`config.mk`:
```
export PLATFORM = sky130hd
export DESIGN_NAME = flappy_game_ctrl
export DESIGN_NICKNAME = d
export VERILOG_FILES = /design/src/rtl/flappy_game_ctrl.sv
export SDC_FILE = /design/constraint.sdc
export NUM_CORES = 1
export LEC_CHECK = 0
export ABC_AREA = 1
export BUFFER_PORTS_ARGS = -buffer_cell sky130_fd_sc_hd__buf_2
export CORE_UTILIZATION = 54
export CTS_CLUSTER_SIZE = 24
export DETAILED_ROUTE_END_ITERATION = 10
export MAX_ROUTING_LAYER = met4
export PLACE_DENSITY = 0.82
export RECOVER_POWER = 25
export SLEW_MARGIN = 20
export SYNTH_ARGS = -nofsm -noshare
export SYNTH_HDL_FRONTEND = slang
export SYNTH_SLANG_ARGS = --single-unit
```
`constraint.sdc`:
```
create_clock -name vga_clk -period 3.4 [get_ports vga_clk]
set_input_delay 0.68 -clock vga_clk [delete_from_list [all_inputs] [get_ports vga_clk]]
set_output_delay 0.68 -clock vga_clk [all_outputs]
set_load 0.005 [all_outputs]
```
`src/rtl/flappy_game_ctrl.sv`:
```
// Frame-rate sequencer for the flappy bird game: bird physics, pipe scroll,
// score and the IDLE/PLAY/DYING/OVER flow, all advanced once per frame_tick.
//
//   state | meaning
//   IDLE  | bird parked at start row, waiting for a flap to begin
//   PLAY  | physics, scroll and scoring run on every frame_tick
//   DYING | gravity-only fall for DEATH_FRAMES ticks, scroll frozen
//   OVER  | everything frozen until a flap returns to IDLE
module flappy_game_ctrl #(
    parameter int BIRD_Y0      = 240,
    parameter int GROUND_Y     = 440,
    parameter int GRAVITY      = 1,
    parameter int FLAP_VEL     = -8,
    parameter int VMAX         = 8,
    parameter int SCROLL_STEP  = 2,
    parameter int PIPE_PERIOD  = 160,
    parameter int DEATH_FRAMES = 60
) (
    input  logic        vga_clk,
    input  logic        sys_rst_n,
    input  logic        frame_tick,
    input  logic        flap,
    input  logic        collision,
    output logic [1:0]  state,
    output logic [9:0]  bird_y,
    output logic [9:0]  scroll_x,
    output logic [15:0] score,
    output logic        score_pulse,
    output logic        game_over
);
    localparam int DW = $clog2(DEATH_FRAMES);

    localparam logic signed [6:0]  GRAV7    = 7'(GRAVITY);
    localparam logic signed [6:0]  VMAX7    = 7'(VMAX);
    localparam logic signed [5:0]  FLAP6    = 6'(FLAP_VEL);
    localparam logic signed [10:0] GROUND11 = 11'(GROUND_Y);
    localparam logic [9:0]         GROUND10 = 10'(GROUND_Y);
    localparam logic [9:0]         BIRD_Y10 = 10'(BIRD_Y0);
    localparam logic [10:0]        STEP11   = 11'(SCROLL_STEP);
    localparam logic [10:0]        PERIOD11 = 11'(PIPE_PERIOD);

    typedef enum logic [1:0] {
        IDLE  = 2'd0,
        PLAY  = 2'd1,
        DYING = 2'd2,
        OVER  = 2'd3
    } state_t;

    state_t             state_q, state_d;
    logic               flap_q;
    logic               flap_pend_q, flap_pend_d;
    logic               coll_lat_q, coll_lat_d;
    logic signed [5:0]  vel_q, vel_d;
    logic [9:0]         bird_y_q, bird_y_d;
    logic [9:0]         scroll_q, scroll_d;
    logic [15:0]        score_q, score_d;
    logic               pulse_q, pulse_d;
    logic               gover_q;
    logic [DW-1:0]      death_cnt_q, death_cnt_d;

    logic               flap_edge;
    logic signed [6:0]  vel_inc;
    logic signed [5:0]  vel_grav;
    logic signed [5:0]  vel_n;
    logic signed [10:0] y_sum;
    logic [9:0]         y_clamp;
    logic [10:0]        scroll_sum;

    assign flap_edge = flap & ~flap_q;

    // A flap edge coinciding with the tick counts for that tick.
    assign vel_inc  = {vel_q[5], vel_q} + GRAV7;
    assign vel_grav = (vel_inc > VMAX7) ? VMAX7[5:0] : vel_inc[5:0];
    assign vel_n    = ((state_q == PLAY) && (flap_pend_q || flap_edge)) ? FLAP6 : vel_grav;

    assign y_sum = $signed({1'b0, bird_y_q}) + {{5{vel_n[5]}}, vel_n};
    always_comb begin
        if (y_sum < 11'sd0)
            y_clamp = 10'd0;
        else if (y_sum > GROUND11)
            y_clamp = GROUND10;
        else
            y_clamp = y_sum[9:0];
    end

    assign scroll_sum = {1'b0, scroll_q} + STEP11;

    always_comb begin
        state_d     = state_q;
        flap_pend_d = flap_pend_q;
        vel_d       = vel_q;
        bird_y_d    = bird_y_q;
        scroll_d    = scroll_q;
        score_d     = score_q;
        pulse_d     = 1'b0;
        death_cnt_d = death_cnt_q;

        if (frame_tick)
            coll_lat_d = 1'b0;
        else if (state_q == PLAY && collision)
            coll_lat_d = 1'b1;
        else
            coll_lat_d = coll_lat_q;

        case (state_q)
            IDLE: begin
                bird_y_d = BIRD_Y10;
                vel_d    = 6'sd0;
                scroll_d = 10'd0;
                if (flap_edge) begin
                    state_d     = PLAY;
                    score_d     = 16'd0;
                    flap_pend_d = 1'b1;
                end
            end
            PLAY: begin
                if (flap_edge)
                    flap_pend_d = 1'b1;
                if (frame_tick) begin
                    flap_pend_d = 1'b0;
                    vel_d       = vel_n;
                    bird_y_d    = y_clamp;
                    if (coll_lat_q || collision || y_clamp == GROUND10) begin
                        state_d     = DYING;
                        death_cnt_d = DW'(DEATH_FRAMES - 1);
                    end else if (scroll_sum >= PERIOD11) begin
                        scroll_d = 10'(scroll_sum - PERIOD11);
                        if (score_q != 16'hFFFF) begin
                            score_d = score_q + 16'd1;
                            pulse_d = 1'b1;
                        end
                    end else begin
                        scroll_d = scroll_sum[9:0];
                    end
                end
            end
            DYING: begin
                flap_pend_d = 1'b0;
                if (frame_tick) begin
                    vel_d    = vel_n;
                    bird_y_d = y_clamp;
                    if (death_cnt_q == '0)
                        state_d = OVER;
                    else
                        death_cnt_d = death_cnt_q - 1'b1;
                end
            end
            OVER: begin
                if (flap_edge) begin
                    state_d  = IDLE;
                    bird_y_d = BIRD_Y10;
                    vel_d    = 6'sd0;
                    scroll_d = 10'd0;
                end
            end
            default: state_d = IDLE;
        endcase
    end

    // flap_q resets high so a button held through reset yields no edge.
    always_ff @(posedge vga_clk or negedge sys_rst_n) begin
        if (!sys_rst_n) begin
            state_q     <= IDLE;
            flap_q      <= 1'b1;
            flap_pend_q <= 1'b0;
            coll_lat_q  <= 1'b0;
            vel_q       <= 6'sd0;
            bird_y_q    <= BIRD_Y10;
            scroll_q    <= 10'd0;
            score_q     <= 16'd0;
            pulse_q     <= 1'b0;
            gover_q     <= 1'b0;
            death_cnt_q <= '0;
        end else begin
            state_q     <= state_d;
            flap_q      <= flap;
            flap_pend_q <= flap_pend_d;
            coll_lat_q  <= coll_lat_d;
            vel_q       <= vel_d;
            bird_y_q    <= bird_y_d;
            scroll_q    <= scroll_d;
            score_q     <= score_d;
            pulse_q     <= pulse_d;
            gover_q     <= (state_d == OVER);
            death_cnt_q <= death_cnt_d;
        end
    end

    assign state       = state_q;
    assign bird_y      = bird_y_q;
    assign scroll_x    = scroll_q;
    assign score       = score_q;
    assign score_pulse = pulse_q;
    assign game_over   = gover_q;
endmodule

```
* After elaboration in Yosys (flattened, before gate mapping)
Cells that the tools add are included.
Widths: inputs -> output; s select.
** Operators by class
- Bitwise operators :: 2
- Add/subtract/negate cells :: 6
- Mux-type cells :: 43
- Magnitude comparators :: 4
- Reductions and logical operators :: 17
- Eq/ne operators :: 16
** Operators with widths (number)
- $mux 10 :: 8
- $mux 16 :: 5
- $pmux 10 s3 :: 2
- $mux 6 :: 8
- $pmux 16 s2 :: 1
- $pmux 6 s3 :: 1
- $add 16x1->16 const B :: 1
- $ne 16x16->1 const B :: 1
- $mux 2 :: 6
- $ne 2x2->1 const B :: 6
- $pmux 6 s2 :: 1
- $add 10x11->11 :: 1
- $add 10x2->11 const B :: 1
- $ge 11x8->1 const B :: 1
- $gt 11x10->1 const B :: 1
- $lt 11x1->1 const B :: 1
- $eq 10x9->1 const B :: 1
- $sub 10x8->10 const B :: 1
- $mux 1 :: 9
- $ne 2x1->1 const B :: 4
- $pmux 2 s4 :: 1
- $add 6x2->7 const B :: 1
- $gt 7x5->1 const B :: 1
- $eq 2x2->1 const B :: 3
- other kinds (16) :: 22
** Storage, ports and cells
- Bits in registers :: 55
- Input port bits :: 5
- Logic and storage cells :: 99
- Output and inout port bits :: 40

* Depth between registers and ports, before layout
- Depth after elaboration :: 15
- Mapped depth :: 30
- Mapped depth without buffers :: 28

* Worst setup path after synthesis
Ideal clock, no wire load.
- Path kind :: register to register
- From :: register vel_q[0]
- To :: register score_q[7] (netlist: score[7])
- Arrival time :: 3.205 ns
- Required time :: 3.283 ns
- Library setup time :: 0.117 ns
- Stages on the path, launching flop included :: 28
- Setup slack :: 0.078 ns
- Path buffers :: 2
- Path through :: dfrtp_1 ha_1 nand3_1 xor2_1 nand3_1 o22ai_1 a21oi_1 nor2_1 nand2_1 inv_1 ha_1 fa_1 nor2_1 nand2_1 nand3_1 nor2_1 nand2_1 nand2_1 nand2_1 nand3_1 nand2_2 nand2_2 nand2_2 nand2_2 buf_6 buf_12 nand2_2 nand2_1
** Between the ends
- Cells in the longest elaborated chain, start to end :: 12
- Elaborated cells on any way between the ends :: 13
- Those cells by class :: add/sub (2); order compare (3); eq/ne (2); mux (4); reduce/logical (2)
** RTL lines
- from (decl) :: line 53 : logic signed [5:0] vel_q, vel_d;
- from (signal assigned) :: line 179 : vel_q <= vel_d;
- $add 6x2->7 (*) :: line 72 : assign vel_inc = {vel_q[5], vel_q} + GRAV7;
- $gt 7x5->1 :: line 73 : assign vel_grav = (vel_inc > VMAX7) ? VMAX7[5:0] : vel_inc[5:0];
- $mux 6 (*) :: line 73
- $mux 6 (*) :: line 74 : assign vel_n = ((state_q == PLAY) && (flap_pend_q || flap_edge)) ? FLAP6 : vel_grav;
- $add 10x11->11 (*) :: line 76 : assign y_sum = $signed({1'b0, bird_y_q}) + {{5{vel_n[5]}}, vel_n};
- $gt 11x10->1 :: line 80 : else if (y_sum > GROUND11)
- $mux 10 :: line 80
- $mux 10 (*) :: line 78 : if (y_sum < 11'sd0)
- $eq 10x9->1 (*) :: line 123 : if (coll_lat_q || collision || y_clamp == GROUND10) begin
- $logic_or 1x1->1 (*) :: line 123
- $ne 2x2->1 (no source line) (*)
- $reduce_and 6->1 (no source line) (*)
- to (signal assigned) :: line 182 : score_q <= score_d;
- to (decl) :: line 56 : logic [15:0] score_q, score_d;
Mark *: on every way between the ends. The rest lies on a longest branch, timed or not.
A chain may end at the register's enable or synchronous reset.

* Worst setup path in the final report
- From :: register vel_q[0]
- To :: register score_q[15] (netlist: score[15])
Same word-level chain as after synthesis.

==> impl_metrics.env <==
export IMPL_final_nets=662
export IMPL_synth_top_cell_by_area="dfrtp_1"
export IMPL_core_mm2=0.00694
export IMPL_start_kind="flop"
export IMPL_vias=4093
export IMPL_final_hold_violation_count=0
export IMPL_synth_seq_cells=54
export IMPL_clk_latency_ns=0.32
export IMPL_routed_via_density=5.59
export IMPL_synthesis_nets=584
export IMPL_cap_violations=1
export IMPL_portBuffers=43
export IMPL_cp_max_fo=5
export IMPL_dr_pass1_iters=5
export IMPL_start_util_pct=56.8
export IMPL_synth_cells=557
export IMPL_track_usage_pct=29.4
export IMPL_synth_area_top_cells="dfrtp_1 (31%), nand2_1 (14%), ha_1 (6.7%), inv_1 (6.6%), nand3_1 (5.7%)"
export IMPL_max_freq_ghz=0.267
export IMPL_hold_path_class="in -> reg"
export IMPL_grt_max_degree=31
export IMPL_tns_ns=-10.23
export IMPL_netlist_area_mm2=0.00395
export IMPL_antennaDiodeCount=0
export IMPL_drv_slew=31
export IMPL_cp_required_ns=3.62
export IMPL_async_reset_ff_share_pct=100
export IMPL_holdPathEnd="flap_q$_DFF_PN1_"
export IMPL_grt_ovfl_total=0
export IMPL_num_rows=30
export IMPL_fill_cells=506
export IMPL_yosysMostFrequentCell="nand2_1"
export IMPL_crit_type="reg -> reg"
export IMPL_setup_violations_final=41
export IMPL_preCtsSetupSlack_ns=-0.179
export IMPL_dpl_instance_area_mm2=0.00438
export IMPL_yosys_top_cells_count="nand2_1 (146), inv_1 (69), nor2_1 (58)"
export IMPL_slew_headroom_pct=-10.9
export IMPL_yosys_warnings=0
export IMPL_io_pins=45
export IMPL_rsz0062_at_grt="true"
export IMPL_synth_edf_count=0
export IMPL_drt_wl_total_um=11100
export IMPL_post_drt_wl_per_cell_um=15.2
export IMPL_ctsHtreeMaxLevel=2
export IMPL_cellLeakagePower_nw=2.49
export IMPL_grt_pass1_vias=3728
export IMPL_syn_area_per_cell_um2=7.09
export IMPL_ctsRootBufferMaster="clkbuf_8"
export IMPL_cts_buffers=5
export IMPL_rrSetupSlack_ns=-0.34
export IMPL_hold_slack_ns=0.466
export IMPL_first_iter_violations=279
export IMPL_gp_congestion=0.939
export IMPL_fin_skew_ns=0.0136
export IMPL_antenna_found_initial=0
export IMPL_drive_gt1_share_pct=27.2
export IMPL_cts_sinks=54
export IMPL_total_power_mw=4.24
export IMPL_ir_drop_v=0.000490
export IMPL_use_met1_pct=35.7
export IMPL_synth_ff_type="dfrtp_1"
export IMPL_antenna_left=0
export IMPL_hold_depth=1
export IMPL_finalInstanceArea_mm2=0.00493
export IMPL_clkSlewWorstSetupHoldPaths_ns=0.10
export IMPL_timing_rr_start="vel_q[0]$_DFFE_PN0P_"
export IMPL_die_w_um=87.5
export IMPL_drc=0
export IMPL_cp_arrival_ns=3.96
export IMPL_ctsLongestPathBuffers=2
export IMPL_yosys_area_top_type_share_pct=31.1
export IMPL_status="finished with violations"
export IMPL_grt_pass1_wl_um=17100
export IMPL_regArea_mm2=0.00136
export IMPL_min_from="flap"
export IMPL_die_area_mm2=0.00766
export IMPL_violations="max-capacitance violations, max-slew violations, negative setup slack"
export IMPL_period_needed_ns=3.74
export IMPL_r2r_end="score[15]$_DFFE_PN0P_"
export IMPL_cp_end_kind="flop"
export IMPL_area_growth_pct=25.0
export IMPL_r2r_cells=26
export IMPL_timing_final_crit_share_pct=110
export IMPL_setup_ws_ns=-0.342
export IMPL_use_met2_pct=48.4
export IMPL_grt_busiest_layer="met2"
export IMPL_grtUsageMet3_pct=4.93
export IMPL_dp_hpwl_um=7120
export IMPL_multi_input_area_mm2=0.00250
export IMPL_netlist_cell_type_count=43
export IMPL_die_h_um=87.5
export IMPL_cellPowerDensity_mw_per_mm2=860
export IMPL_worst_slew_pin_slew_ns=1.66
export IMPL_yosysSeqAreaShare_pct=34.4
export IMPL_cts_tree="done"
[cell usage in the layout (no fill, tap or decap), types with 5 or more instances in the layout]
master and n:
buf_2 41, inv_2 6, o21ai_1 13, o21ai_0 19, nand2_2 21, buf_4 32, inv_1 66, a21oi_1 20
xor2_1 16, nand3_1 36, nand3_2 10, nand2_1 137, nand4_1 8, dfrtp_1 48, ha_1 17, nor2_1 52
nand2_4 6, o21ai_2 5, clkbuf_8 6, dfstp_2 5, nor2_2 6
[layout make-up]
cell class	instances	share of cell area, %
multi-input cells	417	50.6
well taps	96	2.43
clock buffers	8	1.83
flip-flops and latches	54	27.5
inverters	75	5.86
repair buffers	82	11.7
[worst max-delay path by stage]
stage / endpoint / start
final: score[15]$_DFFE_PN0P_ / vel_q[0]$_DFFE_PN0P_
after detailed placement: scroll_x[2]$_DFFE_PN0P_ / vel_q[0]$_DFFE_PN0P_
after CTS: score[2]$_DFFE_PN0P_ / vel_q[0]$_DFFE_PN0P_
after floorplan: score[7]$_DFFE_PN0P_ / vel_q[0]$_DFFE_PN0P_
after global placement: scroll_x[8]$_DFFE_PN0P_ / vel_q[0]$_DFFE_PN0P_
after global routing: score[9]$_DFFE_PN0P_ / vel_q[0]$_DFFE_PN0P_
[per-layer routing]
metal | wire length (um) | vias to the layer above
met1 | 4580 | 1903
met4 | 431 | 0
met5 | 0 | -
li1 | - | 1937
met3 | 736 | 48
met2 | 5370 | 205
[through the flow]
step | std cells | utilization (%)
2_1_floorplan | 557 | -
3_3_place_gp | 705 | 63.1
3_5_place_dp | 705 | 63.1
4_1_cts | 729 | 68.1
5_1_grt | 732 | 71.0
6_report | 732 | 71.0
[critical path: stages (launching register included)]
cell and delay [ns]:
dfrtp_1 0.46, ha_4 0.19, nand3_4 0.12, buf_4 0.18, nor2_4 0.10, o22ai_2 0.11, a21oi_2 0.24, nor2_2 0.10
nand2_1 0.11, inv_2 0.06, ha_4 0.16, fa_2 0.38, buf_4 0.15, buf_4 0.12, nand3_1 0.08, nand3_2 0.10
inv_1 0.08, nand2_2 0.06, nand2_4 0.11, nor2_4 0.05, nand2_4 0.08, nand2_4 0.06, nand2_4 0.12, nand2_8 0.10
clkbuf_16 0.19, nand2_1 0.05, o21ai_1 0.06
[sequential cells by signal, summed over array words and instances (netlist names), 2 cells and up]
name,count
bird_y,10
vel_q,6
scroll_x,9
death_cnt_q,6
state,2
score,16
[cell families (layout without fill, tap and decap cells)]
family | Yosys count | in the layout | synth area share, %
xor gates and xnor gates | 24 | 24 | 5.32
other | 1 | 1 | 0.0950
adders and majority gates | 22 | 22 | 7.16
AOI/OAI and AO/OA | 71 | 71 | 10.3
buffers and inverters | 86 | 165 | 9.06
DFF | 54 | 54 | 34.4
and+or+nand+nor | 299 | 299 | 33.7
[report_power, final]
group | switching [mW] | internal [mW] | leakage [nW] | total, mW
combinational | 1.73 | 1.15 | 1.74 | 2.89
sequential | 0.173 | 0.806 | 0.709 | 0.979
clock | 0.212 | 0.167 | 0.0455 | 0.379
[timing repair]
item / 4_1_cts / 5_1_grt
pin swaps: 6 / 15
gates resized for setup: 34 / 36
hold buffers: 0 / 0
endpoints found under the setup margin: 37 / 44
cloned: 0 / 3
endpoints found under the hold margin: 0 / 0
setup buffers: 16 / 3
(Power assumes the default switching activity.)
